**src/rtl/serial_sub_pkg.sv**
```systemverilog
// Shared types and defaults for the bit-serial subtractor.
package serial_sub_pkg;

    typedef enum logic [1:0] {
        IDLE,
        RUN,
        DONE
    } serial_sub_state_t;

    localparam int SERIAL_SUB_DEFAULT_WIDTH = 8;

endpackage

```
**src/rtl/full_subtractor.sv**
```systemverilog
// One-bit full subtractor cell: d = a - b - bin, bout set when the bit borrows.
module full_subtractor (
    input  logic a,
    input  logic b,
    input  logic bin,
    output logic d,
    output logic bout
);

    assign d    = a ^ b ^ bin;
    assign bout = (~a & b) | (~(a ^ b) & bin);

endmodule

```
**src/rtl/serial_subtractor.sv**
```systemverilog
// Bit-serial WIDTH-bit subtractor (a - b), LSB first, one full_subtractor cell.
// Optional signed-overflow output built when SERIAL_SUB_OVF_EN is defined.
module serial_subtractor
    import serial_sub_pkg::*;
#(
    parameter int WIDTH = SERIAL_SUB_DEFAULT_WIDTH
) (
    input  logic             clk,
    input  logic             rst_n,
    input  logic             start,
    input  logic [WIDTH-1:0] a,
    input  logic [WIDTH-1:0] b,
    output logic             ready,
    output logic             done,
    output logic [WIDTH-1:0] diff,
    output logic             borrow_out,
    output logic             ovf
);

    localparam int CW = $clog2(WIDTH + 1);

    serial_sub_state_t state, nstate;

    logic [WIDTH-1:0] sa;
    logic [WIDTH-1:0] sb;
    logic [WIDTH-1:0] res;
    logic [WIDTH-1:0] res_next;
    logic [CW-1:0]    cnt;
    logic             br;
    logic             fs_d;
    logic             fs_bout;
    logic             last;

    full_subtractor u_fs (
        .a    (sa[0]),
        .b    (sb[0]),
        .bin  (br),
        .d    (fs_d),
        .bout (fs_bout)
    );

    assign last = (cnt == CW'(WIDTH - 1));

    // New difference bit enters at the MSB; the result that lands in diff is this next value.
    assign res_next = (res >> 1) | {fs_d, {(WIDTH-1){1'b0}}};

    always_ff @(posedge clk or negedge rst_n) begin
        if (!rst_n) begin
            state <= IDLE;
        end else begin
            state <= nstate;
        end
    end

    always_comb begin
        nstate = state;
        ready  = 1'b0;
        done   = 1'b0;
        case (state)
            IDLE: begin
                ready = 1'b1;
                if (start) nstate = RUN;
            end
            RUN: begin
                if (last) nstate = DONE;
            end
            DONE: begin
                done   = 1'b1;
                nstate = IDLE;
            end
            default: nstate = IDLE;
        endcase
    end

    always_ff @(posedge clk or negedge rst_n) begin
        if (!rst_n) begin
            sa         <= '0;
            sb         <= '0;
            res        <= '0;
            cnt        <= '0;
            br         <= 1'b0;
            diff       <= '0;
            borrow_out <= 1'b0;
        end else begin
            case (state)
                IDLE: begin
                    if (start) begin
                        sa  <= a;
                        sb  <= b;
                        br  <= 1'b0;
                        cnt <= '0;
                    end
                end
                RUN: begin
                    sa  <= sa >> 1;
                    sb  <= sb >> 1;
                    res <= res_next;
                    br  <= fs_bout;
                    cnt <= cnt + 1'b1;
                    if (last) begin
                        diff       <= res_next;
                        borrow_out <= fs_bout;
                    end
                end
                default: ;
            endcase
        end
    end

`ifdef SERIAL_SUB_OVF_EN
    logic a_msb;
    logic b_msb;

    always_ff @(posedge clk or negedge rst_n) begin
        if (!rst_n) begin
            a_msb <= 1'b0;
            b_msb <= 1'b0;
            ovf   <= 1'b0;
        end else begin
            if (state == IDLE && start) begin
                a_msb <= a[WIDTH-1];
                b_msb <= b[WIDTH-1];
            end
            if (state == RUN && last) begin
                ovf <= (a_msb != b_msb) && (fs_d != a_msb);
            end
        end
    end
`else
    assign ovf = 1'b0;
`endif

endmodule

```
**config.mk**
```make
export PLATFORM = sky130hd
export DESIGN_NAME = serial_subtractor
export DESIGN_NICKNAME = d
export VERILOG_FILES = /design/src/rtl/serial_sub_pkg.sv /design/src/rtl/full_subtractor.sv /design/src/rtl/serial_subtractor.sv
export SDC_FILE = /design/constraint.sdc
export NUM_CORES = 1
export LEC_CHECK = 0
export CORE_UTILIZATION = 44
export CTS_CLUSTER_SIZE = 28
export DETAILED_ROUTE_END_ITERATION = 8
export GPL_TIMING_DRIVEN = 0
export PLACE_DENSITY = 0.72
export SYNTH_ARGS = -nofsm -noshare
export SYNTH_HDL_FRONTEND = slang
export SYNTH_HIERARCHICAL = 1
export SYNTH_SLANG_ARGS = --single-unit
```
**constraint.sdc**
```tcl
create_clock -name clk -period 1.4 [get_ports clk]
set_input_delay 0.28 -clock clk [delete_from_list [all_inputs] [get_ports clk]]
set_output_delay 0.28 -clock clk [all_outputs]
set_load 0.03 [all_outputs]
```
==> results of run 1 <==
## registers in the layout (all words and copies together), names as in the netlist
| name | count |
|---|---|
| borrow_out | 1 |
| br | 1 |
| cnt | 4 |
| diff | 8 |
| res | 7 |
| sa | 8 |
| sb | 8 |
| state | 2 |
## power by group
group	switching [mW]	leakage [nW]	internal, mW
logic	1.16	0.479	0.966
registers	0.340	0.500	1.61
clock network	0.345	0.0371	0.332
## layer usage
metal,share of wire [%],up-vias,track usage (%)
li1,-,606,-
met1,42,633,23.84
met2,53,38,33.78
met3,4.9,2,4.529
met4,0.24,0,5.682
met5,0,-,0
## per-stage QoR
step                      total power [mW]  utilization (%)  cells  cell area, sq um  setup slack (ps)
after floorplan                      3.227                -    156              1655            -63.94
after global placement               3.799            57.76    231              2003            -826.6
after detailed placement             3.905            57.61    231              1998            -584.2
after CTS                            4.708            62.05    240              2152            -128.8
after global routing                 5.111            62.81    241              2178            -173.5
final                                4.750            62.81    241              2178            -111.1
## final cells by class
cell class / count / share of cell area (%)
Buffer: 10 / 3.906
Sequential cell: 39 / 44.86
Timing Repair Buffer: 33 / 14.76
Multi-Input combinational cell: 103 / 29.81
Clock buffer: 6 / 3.331
Tap cell: 46 / 2.642
Inverter: 4 / 0.6893
## synthesized netlist by cell type, drive strengths merged
cell type,n,area (sq um)
buf,2,12.51
mux2,10,112.6
a32o,1,10.01
or3,1,6.260
nor3,1,16.27
nand2,40,150.1
nand3,3,15.01
conb,1,3.750
nand2b,1,6.260
ha,1,12.51
clkbuf,8,30.03
inv,4,15.01
a22oi,13,97.59
and3b,1,8.760
nor2b,3,18.77
a2bb2oi,1,8.760
o21ai,16,80.08
dfrtp,39,975.9
a22o,3,26.28
o21bai,1,7.510
nor2,3,11.26
fa,1,20.02
a21oi,2,10.01
## layout by cell type, fill, tap and decap left out, types with 2 or more instances in the layout
cell / instances
dfrtp_1: 38
clkdlybuf4s50_1: 16
clkbuf_8: 8
nand3_1: 3
nor2_1: 2
a21oi_1: 2
a22o_1: 3
inv_1: 4
buf_4: 5
clkbuf_1: 2
o21ai_0: 15
buf_6: 3
nand2_1: 40
a22oi_1: 13
mux2_2: 10
clkbuf_2: 2
dlygate4sd2_1: 9
## cell families after synthesis
family                     after synthesis  share of synthesized area [%]
buffers and inverters                   14                          3.477
AOI/OAI and AO/OA                       37                          14.51
other                                    1                         0.2265
DFF                                     39                          58.96
adders and majority gates                2                          1.965
muxes                                   10                          6.803
and+or+nand+nor                         53                          14.06
## what timing repair did
item / 4_1_cts / 5_1_grt
setup endpoints to repair: 31 / 20
gates resized for setup: 42 / 8
buffers inserted: 3 / 1
cloned: 0 / 0
pin swaps: 1 / 0
## worst max-delay path, cell delays in order (launching register included)
cell,delay (ps)
dfrtp_2,480
clkbuf_8,190
nor2b_2,130
buf_6,140
## worst paths after layout
kind,to,depth (start not counted)
setup / recovery,done,3
hold / removal,res[3],1
setup reg to reg,diff[0],5
hold reg to reg,res[1],2
max in group asynchronous,state[0],1
min in group clk,sb[7],2
==> run_results.csv, run 1 <==
group,metric,value,unit
run_status,status,"complete, but fails checks",
run_status,violations,"setup timing",
timing,hold_violations,0,
timing,hold_slack,97.73,ps
clock_network,cts.sinks,39,
timing,fin_ws,-111.1,ps
floorplan,initial_utilization,47.73,%
floorplan,die_area,4011,sq um
global_route,track_usage,19.44,%
clock_network,clock_latency,280,ps
drt,first_iter_violations,76,
logic_synthesis,ys_ff_latch,39,
layout,n_fill_cell,316,
drt,routedWlPerCell,14.00,microns
timing,slew_headroom,45.08,%
drt,drc,0,
logic_synthesis,ys_types,24,
setup_path,worstPathRequired,1120,ps
setup_path,worstPathArrival,1230,ps
setup_path,start_kind,"register",
setup_path,cp_max_fo,10,
timing,final-max-slew-violation-count,0,
global_route,grt_pass1_wl,6.030,mm
clock_network,path_clk_slew,70,ps
placement,gp_congestion,0.7683,
layout,multi_input_area,649.4,sq um
timing,max_freq,661.8,MHz
timing,rsz0062_at_grt,"true",
global_route,antenna_found_initial,0,
drt,wirelength,3.373,mm
timing,fin_crit_sh,107.9,%
drt,avgViaCountPerCell,5.307,
layout,final-seq-area,977.2,sq um
logic_synthesis,syn_inst,156,
layout,antenna_cells,0,
power_and_ir_drop,ir_worst_vdd,1.019,mV
clock_network,cts_tree,"done",
timing,period_minus_slack,1511,ps
layout,syn2layout_area_growth,31.59,%
setup_path,worstSetupPathType,"register to primary output",
floorplan,row_count,21,
power_and_ir_drop,pwr_density_cell,2181,nW/um^2
floorplan,die_w,63.34,microns
power_and_ir_drop,power.leakage,1.016,nW
floorplan,boundaryPins,31,
clock_network,h-tree-depth,2,
timing,tightest_slew,823.9,ps
logic_synthesis,ys.warnings.count,6,
clock_network,cts_hold_buf,0,
logic_synthesis,syn_nets,177,
global_route,grt_pass1_vias,1339,
drt,drtAntennaViolNets,0,
logic_synthesis,synth_area,1655,sq um
setup_path,r2r-start,"state[1]",
clock_network,cts_root_buf,"clkbuf_8",
timing,setup_violations,11,
drt,drt_pass1_iterations,4,
setup_path,cp-startpoint,"state[0]",
timing,finClkSkew,7.171,ps
layout,layout.nets,217,
placement,dpl.hpwl,2.233,mm
clock_network,cts_made_buffers,5,
logic_synthesis,yosysSeqAreaShare,58.96,%
setup_path,crit_path_end_kind,"primary output",
drt,num_vias,1279,
global_route,overflow,0,
placement,numPortBuffers,29,
worst_hold_path,hp-class,"input pin to async pin",
flow_run,cap_violations,0,
floorplan,core,3468,sq um
global_route,grt_max_degree,40,
clock_network,cts_buffer_depth,2,
timing,setup_tns,-1038,ps
setup_path,reg2reg_slack,-110,ps
logic_synthesis,syn_avg_cell_area,10.61,sq um
floorplan,die_h,63.34,microns
layout,drive_gt1_share,18.97,%
No activity file was read; power rests on OpenSTA's default activity.
==> run 2: changes to the inputs <==
--- a/config.mk
+++ b/config.mk
@@ -9,7 +9,7 @@
 export CTS_CLUSTER_SIZE = 28
 export DETAILED_ROUTE_END_ITERATION = 8
 export GPL_TIMING_DRIVEN = 0
-export PLACE_DENSITY = 0.72
+export PLACE_DENSITY = 0.69
 export SYNTH_ARGS = -nofsm -noshare
 export SYNTH_HDL_FRONTEND = slang
 export SYNTH_HIERARCHICAL = 1
==> constraint.sdc (replaced) <==
create_clock -name clk -period 1.8 [get_ports clk]
set_input_delay 0.36 -clock clk [delete_from_list [all_inputs] [get_ports clk]]
set_output_delay 0.36 -clock clk [all_outputs]
set_load 0.03 [all_outputs]
==> run_results.csv, run 2 (same netlist as run 1, synthesis figures left out) <==
group,metric,value,unit
timing,finClkSkew,3.135,ps
clock_network,cts_buffer_depth,2,
global_route,grtUsageMet3,5.616,%
layout,antenna_cells,0,
setup_path,worstPathArrival,1360,ps
setup_path,reg2reg_to,"diff[3]",
clock_network,h-tree-depth,2,
global_route,grt_pass1_vias,1214,
placement,numPortBuffers,29,
power_and_ir_drop,totalPowerFinal,3.600,mW
setup_path,start_kind,"register",
clock_network,cts_tree,"done",
drt,drt_pass1_iterations,4,
timing,tightest_slew,823.4,ps
timing,rsz0062_at_grt,"false",
setup_path,r2r-start,"cnt[0]",
drt,avgViaCountPerCell,5.151,
global_route,antenna_found_initial,0,
global_route,grt_max_degree,40,
timing,setup_violations,0,
drt,drc,0,
layout,layout.nets,213,
timing,slew_headroom,45.10,%
setup_path,cp_max_fo,10,
global_route,grt-busiest-layer,"met2",
global_route,track_usage,17.59,%
global_route,use_met1,20.66,%
setup_path,cp-startpoint,"state[0]",
setup_path,worstSetupPathType,"register to primary output",
setup_path,crit_path_end_kind,"primary output",
run_status,status,"finished, final reports clean",
floorplan,initial_utilization,47.73,%
clock_network,path_clk_slew,70,ps
placement,gp_congestion,0.7476,
global_route,overflow,0,
flow_run,cap_violations,0,
floorplan,core,3468,sq um
clock_network,clock_latency,280,ps
power_and_ir_drop,power.leakage,0.9482,nW
timing,max_freq,580.7,MHz
timing,final-max-slew-violation-count,0,
placement,dpl.hpwl,2.139,mm
layout,final_cell_mix,"nand2_1, dfrtp_1, clkdlybuf4s50_1",
global_route,grt_pass1_wl,5.416,mm
drt,num_vias,1231,
global_route,use_met2,30.05,%
drt,routedWlPerCell,12.56,microns
drt,drtAntennaViolNets,0,
layout,top_regs,"diff (8), sa (8), sb (8)",
clock_network,cts.sinks,39,
layout,syn2layout_area_growth,26.83,%
power_and_ir_drop,pwr_density_cell,1715,nW/um^2
layout,drive_gt1_share,14.51,%
floorplan,die_h,63.34,microns
floorplan,boundaryPins,31,
layout,final_common_cell,"nand2_1",
floorplan,die_area,4011,sq um
timing,fin_crit_sh,95.67,%
power_and_ir_drop,ir_worst_vdd,0.6090,mV
worst_hold_path,hp-class,"input pin to async pin",
floorplan,row_count,21,
drt,first_iter_violations,51,
floorplan,die_w,63.34,microns
timing,hold_violations,0,
setup_path,r2r_cells,4,
setup_path,worstPathRequired,1440,ps
setup_path,reg2reg_slack,140,ps
timing,setup_tns,0,ps
drt,wirelength,3.003,mm
clock_network,cts_made_buffers,5,
clock_network,cts_root_buf,"clkbuf_8",
timing,period_minus_slack,1722,ps
## run 2: cell count changes in the layout (fill, tap and decap cells not counted), moves of 2 or more
cell	before	now
clkbuf_1	2	5
dlygate4sd2_1	9	0
nor2b_1	1	3
buf_6	3	0
buf_4	5	1
clkdlybuf4s50_1	16	26
buf_2	1	5
## run 2: power by group
group	total (mW)	internal [mW]	switching, mW	leakage (nW)
combinational	1.47	0.653	0.822	0.397
sequential	1.50	1.25	0.244	0.500
clock	0.626	0.349	0.277	0.0515
total	3.60	2.26	1.34	0.948
## run 2: metal layers
layer	share of wire [%]	wire, microns
met1	44	1322
met2	50	1492
met3	4.8	145
met4	1.4	42
met5	0	0
## run 2: through the flow
stage	cell area [sq um]	instances	hold slack, ps	setup slack (ps)	utilization (%)
after floorplan	1655	156	64.41	291.7	-
after global placement	2003	231	455.0	-511.5	57.76
after detailed placement	1998	231	466.9	-275.8	57.61
after CTS	2098	239	197.3	12.74	60.50
after global routing	2100	239	235.0	3.480	60.53
final	2100	239	170.1	77.96	60.53
## run 2: how the worst max path moves through the flow
stage,depth (start not counted),endpoint,slack [ps]
6_report,3,done,80
3_5_place_dp,5,sb[4],-280
4_1_cts,3,done,10
2_1_floorplan,4,borrow_out,290
5_1_grt,4,diff[6],3
3_3_place_gp,1,sb[2],-510
## run 2: layout make-up
type	count	area, sq um
buffer	10	47.55
clock buffer	8	100.1
tap	46	57.56
inverter	4	15.01
timing repair buffer	29	280.3
multi-input combinational	103	621.8
sequential	39	977.2
fill	330	1369
## run 2: worst max-delay path, stage by stage (launching register included)
cell and delay, ps:
dfrtp_2 450, buf_2 200, nor2b_1 130, clkdlybuf4s18_2 300
## run 2: timing repair
action / 4_1_cts / 5_1_grt
setup buffers: 0 / 0
hold buffers: 0 / 0
gates resized for setup: 11 / 6
endpoints found under the setup margin: 2 / 20
pin swaps: 0 / 1
